`config.mk`:
```
export PLATFORM = sky130hd
export DESIGN_NAME = modexp_scheduler_flat
export DESIGN_NICKNAME = d
export VERILOG_FILES = /design/src/rtl/dh_pkg.sv /design/src/rtl/modexp_scheduler_if.sv /design/src/rtl/rr_arbiter2.sv /design/src/rtl/modexp_scheduler.sv /design/src/flat_wrapper.sv
export SDC_FILE = /design/constraint.sdc
export NUM_CORES = 1
export LEC_CHECK = 0
export ABC_CLOCK_PERIOD_IN_PS = 7200
export CELL_PAD_IN_SITES_DETAIL_PLACEMENT = 1
export CELL_PAD_IN_SITES_GLOBAL_PLACEMENT = 1
export CORE_AREA = 2 2 393 395
export CTS_BUF_LIST = sky130_fd_sc_hd__clkbuf_8
export CTS_CLUSTER_DIAMETER = 100
export DETAILED_ROUTE_END_ITERATION = 8
export DIE_AREA = 0 0 395 397
export HOLD_SLACK_MARGIN = 0.05
export MAX_ROUTING_LAYER = met4
export PLACE_DENSITY_LB_ADDON = 0.15
export SETUP_SLACK_MARGIN = 0.4
export SYNTH_ARGS = -nofsm -noshare
export SYNTH_HDL_FRONTEND = slang
export SYNTH_SLANG_ARGS = --single-unit
```
`constraint.sdc`:
```
create_clock -name clk -period 7.2 [get_ports clk]
set_clock_uncertainty 0.1 [all_clocks]
set_input_delay 2.16 -clock clk [delete_from_list [all_inputs] [get_ports clk]]
set_output_delay 2.16 -clock clk [all_outputs]
set_load 0.05 [all_outputs]
```
`src/rtl/dh_pkg.sv`:
```
// Shared Diffie-Hellman definitions: default widths,
// watchdog limit and the scheduler state encoding.
package dh_pkg;

   localparam int DH_WIDTH   = 100;
   localparam int DH_TIMEOUT = 2**16 - 1;

   typedef enum logic [2:0] {
      S_IDLE,
      S_START,
      S_ARM,
      S_RUN,
      S_RESP
   } modexp_sched_state_t;

endpackage

```
`src/rtl/modexp_scheduler_if.sv`:
```
// Requester-side bundle of the modexp scheduler: two request
// ports with operands plus the shared one-hot response path.
interface modexp_scheduler_if #(
   parameter int WIDTH = dh_pkg::DH_WIDTH
);

   logic [1:0]       req_valid;
   logic [1:0]       req_ready;
   logic [WIDTH-1:0] req_base0;
   logic [WIDTH-1:0] req_base1;
   logic [WIDTH:0]   req_exp0;
   logic [WIDTH:0]   req_exp1;
   logic [WIDTH-1:0] prime;
   logic [1:0]       rsp_valid;
   logic [1:0]       rsp_ready;
   logic [WIDTH-1:0] rsp_result;
   logic             rsp_err;

   modport master (
      output req_valid, req_base0, req_base1,
      output req_exp0, req_exp1, prime, rsp_ready,
      input  req_ready, rsp_valid, rsp_result, rsp_err
   );

   modport slave (
      input  req_valid, req_base0, req_base1,
      input  req_exp0, req_exp1, prime, rsp_ready,
      output req_ready, rsp_valid, rsp_result, rsp_err
   );

endinterface

```
`src/rtl/rr_arbiter2.sv`:
```
// Two-way round-robin arbiter; the port not served last wins
// a conflict. last_grant only moves when en is asserted.
module rr_arbiter2 (
   input  logic       clk,
   input  logic       rst,
   input  logic [1:0] req,
   input  logic       en,
   input  logic       id,
   output logic [1:0] gnt
);

   logic last_grant;

   always_ff @(posedge clk or negedge rst) begin
      if (!rst)
         last_grant <= 1'b1;
      else if (en)
         last_grant <= id;
   end

   always_comb begin
      gnt = 2'b00;
      unique case (1'b1)
         (req == 2'b11): gnt = last_grant ? 2'b01 : 2'b10;
         (req == 2'b01): gnt = 2'b01;
         (req == 2'b10): gnt = 2'b10;
         default:        gnt = 2'b00;
      endcase
   end

endmodule

```
`src/rtl/modexp_scheduler.sv`:
```
// Shares one modexp engine between two DH requesters: arbitrates,
// latches operands, sequences load/run/done and guards each run.
module modexp_scheduler
   import dh_pkg::*;
#(
   parameter int WIDTH   = DH_WIDTH,
   parameter int TIMEOUT = DH_TIMEOUT
) (
   input  logic             clk,
   input  logic             rst,
   modexp_scheduler_if.slave bus,
   output logic             eng_start,
   output logic [WIDTH-1:0] eng_base,
   output logic [WIDTH-1:0] eng_prime,
   output logic [WIDTH:0]   eng_exp,
   input  logic             eng_busy,
   input  logic [WIDTH-1:0] eng_result
);

   localparam int WDW = $clog2(TIMEOUT + 1);

   modexp_sched_state_t state, state_n;

   logic [1:0]       gnt;
   logic             sel;
   logic             take;
   logic             done_ack;
   logic             owner;
   logic             arm_wait;
   logic             wd_hit;
   logic             err;
   logic [WDW-1:0]   wdog;
   logic [WDW-1:0]   wd_nxt;
   logic [WIDTH-1:0] sel_base;
   logic [WIDTH:0]   sel_exp;
   logic [WIDTH-1:0] result;

   rr_arbiter2 u_arb (
      .clk (clk),
      .rst (rst),
      .req (bus.req_valid),
      .en  (done_ack),
      .id  (owner),
      .gnt (gnt)
   );

   assign sel      = gnt[1];
   assign sel_base = sel ? bus.req_base1 : bus.req_base0;
   assign sel_exp  = sel ? bus.req_exp1 : bus.req_exp0;
   assign take     = |(bus.req_valid & bus.req_ready);
   assign done_ack = |(bus.rsp_valid & bus.rsp_ready);

   // Saturating count; wd_hit flags the cycle it reaches TIMEOUT.
   assign wd_nxt = (&wdog) ? wdog : wdog + 1'b1;
   assign wd_hit = (wd_nxt == WDW'(TIMEOUT));

   always_ff @(posedge clk or negedge rst) begin
      if (!rst)
         state <= S_IDLE;
      else
         state <= state_n;
   end

   always_comb begin
      state_n = state;
      unique case (state)
         S_IDLE: begin
            if (take)
               state_n = (sel_exp == '0) ? S_RESP : S_START;
         end
         S_START: state_n = S_ARM;
         S_ARM: begin
            if (eng_busy)
               state_n = S_RUN;
            else if (arm_wait)
               state_n = S_RESP;
         end
         S_RUN: begin
            if (!eng_busy || wd_hit)
               state_n = S_RESP;
         end
         S_RESP: begin
            if (done_ack)
               state_n = S_IDLE;
         end
         default: state_n = S_IDLE;
      endcase
   end

   // req_ready is gated by rst so nothing is offered while held in reset.
   always_comb begin
      eng_start     = (state == S_START);
      bus.req_ready = 2'b00;
      bus.rsp_valid = 2'b00;
      if (state == S_IDLE && rst)
         bus.req_ready = gnt;
      if (state == S_RESP)
         bus.rsp_valid = owner ? 2'b10 : 2'b01;
   end

   always_ff @(posedge clk or negedge rst) begin
      if (!rst) begin
         owner     <= 1'b0;
         arm_wait  <= 1'b0;
         wdog      <= '0;
         result    <= '0;
         err       <= 1'b0;
         eng_base  <= '0;
         eng_exp   <= '0;
         eng_prime <= '0;
      end else begin
         unique case (state)
            S_IDLE: begin
               if (take) begin
                  owner    <= sel;
                  wdog     <= '0;
                  arm_wait <= 1'b0;
                  err      <= 1'b0;
                  if (sel_exp == '0) begin
                     result <= WIDTH'(1);
                  end else begin
                     eng_base  <= sel_base;
                     eng_exp   <= sel_exp;
                     eng_prime <= bus.prime;
                  end
               end
            end
            S_ARM: begin
               arm_wait <= 1'b1;
               if (!eng_busy && arm_wait)
                  result <= eng_result;
            end
            S_RUN: begin
               wdog <= wd_nxt;
               if (!eng_busy) begin
                  result <= eng_result;
                  err    <= 1'b0;
               end else if (wd_hit) begin
                  result <= '0;
                  err    <= 1'b1;
               end
            end
            default: ;
         endcase
      end
   end

   assign bus.rsp_result = result;
   assign bus.rsp_err    = err;

endmodule

```
`src/flat_wrapper.sv`:
```
// flat-port wrapper written by rule: the top's interface ports become plain ports
module modexp_scheduler_flat import dh_pkg::*;
#(
   parameter int WIDTH   = DH_WIDTH,
   parameter int TIMEOUT = DH_TIMEOUT
)
  (clk, rst, eng_start, eng_base, eng_prime, eng_exp, eng_busy, eng_result, bus_req_valid, bus_req_base0, bus_req_base1, bus_req_exp0, bus_req_exp1, bus_prime, bus_rsp_ready, bus_req_ready, bus_rsp_valid, bus_rsp_result, bus_rsp_err);
  modexp_scheduler_if #(.WIDTH(WIDTH)) bus_i ();
  input  logic clk;
  input  logic rst;
  output logic eng_start;
  output logic [WIDTH-1:0] eng_base;
  output logic [WIDTH-1:0] eng_prime;
  output logic [WIDTH:0] eng_exp;
  input  logic eng_busy;
  input  logic [WIDTH-1:0] eng_result;
  input wire logic [$bits(bus_i.req_valid)-1:0] bus_req_valid;
  input wire logic [$bits(bus_i.req_base0)-1:0] bus_req_base0;
  input wire logic [$bits(bus_i.req_base1)-1:0] bus_req_base1;
  input wire logic [$bits(bus_i.req_exp0)-1:0] bus_req_exp0;
  input wire logic [$bits(bus_i.req_exp1)-1:0] bus_req_exp1;
  input wire logic [$bits(bus_i.prime)-1:0] bus_prime;
  input wire logic [$bits(bus_i.rsp_ready)-1:0] bus_rsp_ready;
  output wire logic [$bits(bus_i.req_ready)-1:0] bus_req_ready;
  output wire logic [$bits(bus_i.rsp_valid)-1:0] bus_rsp_valid;
  output wire logic [$bits(bus_i.rsp_result)-1:0] bus_rsp_result;
  output wire logic [$bits(bus_i.rsp_err)-1:0] bus_rsp_err;
  assign bus_i.req_valid = bus_req_valid;
  assign bus_i.req_base0 = bus_req_base0;
  assign bus_i.req_base1 = bus_req_base1;
  assign bus_i.req_exp0 = bus_req_exp0;
  assign bus_i.req_exp1 = bus_req_exp1;
  assign bus_i.prime = bus_prime;
  assign bus_i.rsp_ready = bus_rsp_ready;
  assign bus_req_ready = bus_i.req_ready;
  assign bus_rsp_valid = bus_i.rsp_valid;
  assign bus_rsp_result = bus_i.rsp_result;
  assign bus_rsp_err = bus_i.rsp_err;
  modexp_scheduler #(.WIDTH(WIDTH), .TIMEOUT(TIMEOUT)) u_core (.clk(clk), .rst(rst), .bus(bus_i), .eng_start(eng_start), .eng_base(eng_base), .eng_prime(eng_prime), .eng_exp(eng_exp), .eng_busy(eng_busy), .eng_result(eng_result));
endmodule
```
==> out/results.ini <==
[timing]
setup-tns-final_ps=0
post-route-period-util=0.788
rsz0062_at_grt=false
tightest_slew_ps=1090
slew_headroom=0.266
drv_slew=0
setup_viol=0
hold_viol=0
fmax_ghz=0.176
post-route-min-period_ps=5670

[drt]
drcViolationCount=0
drtPass1Iterations=4
drt-total-wl_mm=129
dr.first_iter.drc_count=941
vias_per_cell=4.00
vias=21000
wl_per_cell_um=24.5
ant_nets=0

[clocking]
clk_pin_slew_ps=60
cts_resized=0
clk_path_buf_depth=3
cts_tree=done
htree_levels=3
postCtsSetupRepairBufs=0
root_buffer=clkbuf_8
clk_latency_ps=810
cts_hold_buf=0
cts.sinks=424
numCtsBuffers=95

[power_and_ir_drop]
vdd_drop_max_mv=0.162
totalPowerFinal_w=0.0162
power_density_nw_per_um2=473
p_leak_nw=13.6

[synth]
synth.most_common_cell=nand2_1
synth.top_cell.area_share=0.531
synth.largest_area_cell=dfrtp_1
synth-main-ff-cell=dfrtp_1
ys_ff_latch=424
ys_types=55
yosysSeqAreaShare=0.532
synth_area_um2=20000
ys_top_cells_by_count=nand2_1, dfrtp_1, nand3_1
synth.net_count=2742
netlist_instances=2132
yosys_warnings=0
ys_async_sr_fraction=1.00
synth_edf_count=0
syn_area_per_cell_um2=9.36
synth_area_leaders=dfrtp_1, nand2_1, nand3_1, a31oi_1, a21oi_1

[worst_setup_path]
start_kind=primary input
slowest_stage=clkdlybuf4s50_1
worst_path_largest_cell_delay_ps=620
crit_fanout=6
worstPathRequired_ps=4940
cp_cell_sequence=clkdlybuf4s50_1 -> a21boi_4 -> and2_1 -> buf_12
endpoint_kind=primary output
arrival_ps=3410
criticalPathCategory=primary input to primary output

[floorplan]
die_area_um2=157000
coreArea_um2=153000
die_x_um=395
start_util=0.130
row_count=144
design.portCount=1016
die_h_um=397

[placement]
numPortBuffers=1015
gp_congestion=0.795
hpwl_mm=95.1
placed_cells=5043

[global_routing]
grt.total_usage=0.163
grt_pass1_vias=22800
grt-ovfl-total=0
grt_max_degree=138
grt_pass1_wl_mm=179
antenna_found_initial=49

[final_layout]
instances_no_fill=5259
fillers=17700
nets=3706
drive_above_1_share=0.0935
syn2layout_area_growth_pct=72.2

[run]
maxCapViolCount=0

[outcome]
outcome=completed

[hold_path]
min_path_type=flop to flop

==> layer usage <==
| layer | part of all wire | vias up | routed length [µm] | GRT usage |
|---|---|---|---|---|
| li1 | - | 9636 | - | - |
| met1 | 0.40 | 10500 | 51800 | 0.182 |
| met2 | 0.48 | 783 | 61800 | 0.260 |
| met3 | 0.083 | 158 | 10700 | 0.0598 |
| met4 | 0.034 | 0 | 4390 | 0.0688 |
| met5 | 0 | - | 0 | - |
==> report_power, final <==
group | leakage [nW] | switching [W] | total, W | internal (W)
Combinational | 7.47 | 0.00611 | 0.00916 | 0.00305
Clock | 1.12 | 0.00133 | 0.00288 | 0.00155
Sequential | 5.04 | 0.000743 | 0.00421 | 0.00346
Total | 13.6 | 0.00818 | 0.0162 | 0.00807
==> state kept, by name, indices dropped and copies added (netlist names), 3 cells and up <==
| register | count |
|---|---|
| u_core.eng_base | 100 |
| u_core.eng_prime | 100 |
| u_core.state | 3 |
| u_core.bus.rsp_result | 100 |
| u_core.wdog | 16 |
| u_core.eng_exp | 101 |
==> worst max-delay path, delay by kind of cell <==
kind                   cells  cell delay (ps)
AO/OA/AOI/OAI              1              260
buffers and inverters      2              770
AND/OR/NAND/NOR            1              200
==> layout make-up <==
| type | count | area, µm² | area share |
|---|---|---|---|
| repair buffers | 1055 | 10700 | 0.311 |
| flip-flops and latches | 424 | 10600 | 0.309 |
| multi-input cells | 1516 | 8450 | 0.246 |
| well taps | 2044 | 2560 | 0.0744 |
| clock buffers | 114 | 1570 | 0.0457 |
| clock inverters | 53 | 358 | 0.0104 |
| diodes | 49 | 123 | 0.00357 |
| inverters | 4 | 15.0 | 0.000437 |
==> path summary, 6_finish.rpt <==
path / from / endpoint / slack, ps / depth (start not counted)
max: bus_req_valid[1] / bus_req_ready[1] / 1530 / 4
min: u_core.eng_prime[95]$_DFFE_PN0P_ / u_core.eng_prime[95]$_DFFE_PN0P_ / 410 / 1
max reg2reg: u_core.wdog[0]$_DFFE_PN0P_ / u_core.bus.rsp_result[5]$_DFFE_PN0P_ / 3370 / 9
min reg2reg: u_core.eng_prime[95]$_DFFE_PN0P_ / u_core.eng_prime[95]$_DFFE_PN0P_ / 410 / 1
max in group asynchronous: rst / u_core.eng_exp[20]$_DFFE_PN0P_ / 3430 / 4
min in group asynchronous: rst / u_core.owner$_DFFE_PN0P_ / 1140 / 1
==> logic make-up after synthesis <==
family          count (synthesis)  synth area share
buf+inv                       192            0.0480
xor+xnor                        2          0.000878
compound gates                466             0.135
fa+ha+maj                       1          0.000627
mux                           103            0.0712
simple gates                  944             0.213
flops                         424             0.532
==> metrics by stage <==
stage / area [µm²] / hold slack [ps] / setup WS (ps) / util
3_3_place_gp: 32300 / 391 / 1000 / 0.211
5_1_grt: 34400 / 423 / 1470 / 0.225
4_1_cts: 34200 / 411 / 1530 / 0.224
3_5_place_dp: 32300 / 392 / 1050 / 0.211
2_1_floorplan: 20000 / 367 / 1450 / -
6_report: 34400 / 406 / 1530 / 0.225
==> cells in the final DEF, fill, tap and decap left out, types with 2 or more instances in the layout <==
| cell | instances |
|---|---|
| nand4_1 | 19 |
| nand2b_1 | 3 |
| mux2_4 | 70 |
| a21oi_1 | 213 |
| clkbuf_8 | 114 |
| nor4_1 | 48 |
| dfrtp_1 | 423 |
| o211ai_1 | 2 |
| nand2_1 | 514 |
| a22o_1 | 4 |
| clkinv_2 | 12 |
| inv_1 | 35 |
| nor2_1 | 15 |
| a32oi_1 | 2 |
| buf_12 | 18 |
| nor2_4 | 2 |
| o22ai_1 | 3 |
| clkdlybuf4s50_1 | 1012 |
| a41oi_1 | 2 |
| a21boi_0 | 2 |
| buf_4 | 24 |
| mux2i_1 | 2 |
| and4_1 | 5 |
| a31oi_1 | 205 |
| nand3_1 | 306 |
| o31ai_1 | 2 |
| bufinv_16 | 3 |
| nand3b_1 | 2 |
| mux2_2 | 31 |
| diode_2 | 49 |
| nor3_1 | 6 |
| inv_12 | 3 |
| inv_6 | 3 |
| and2_1 | 4 |
| o21ai_0 | 16 |
| nor2b_1 | 3 |
| or4_1 | 2 |
| and3_1 | 4 |
| a311oi_1 | 5 |
No activity file was read; power rests on OpenSTA's default activity.
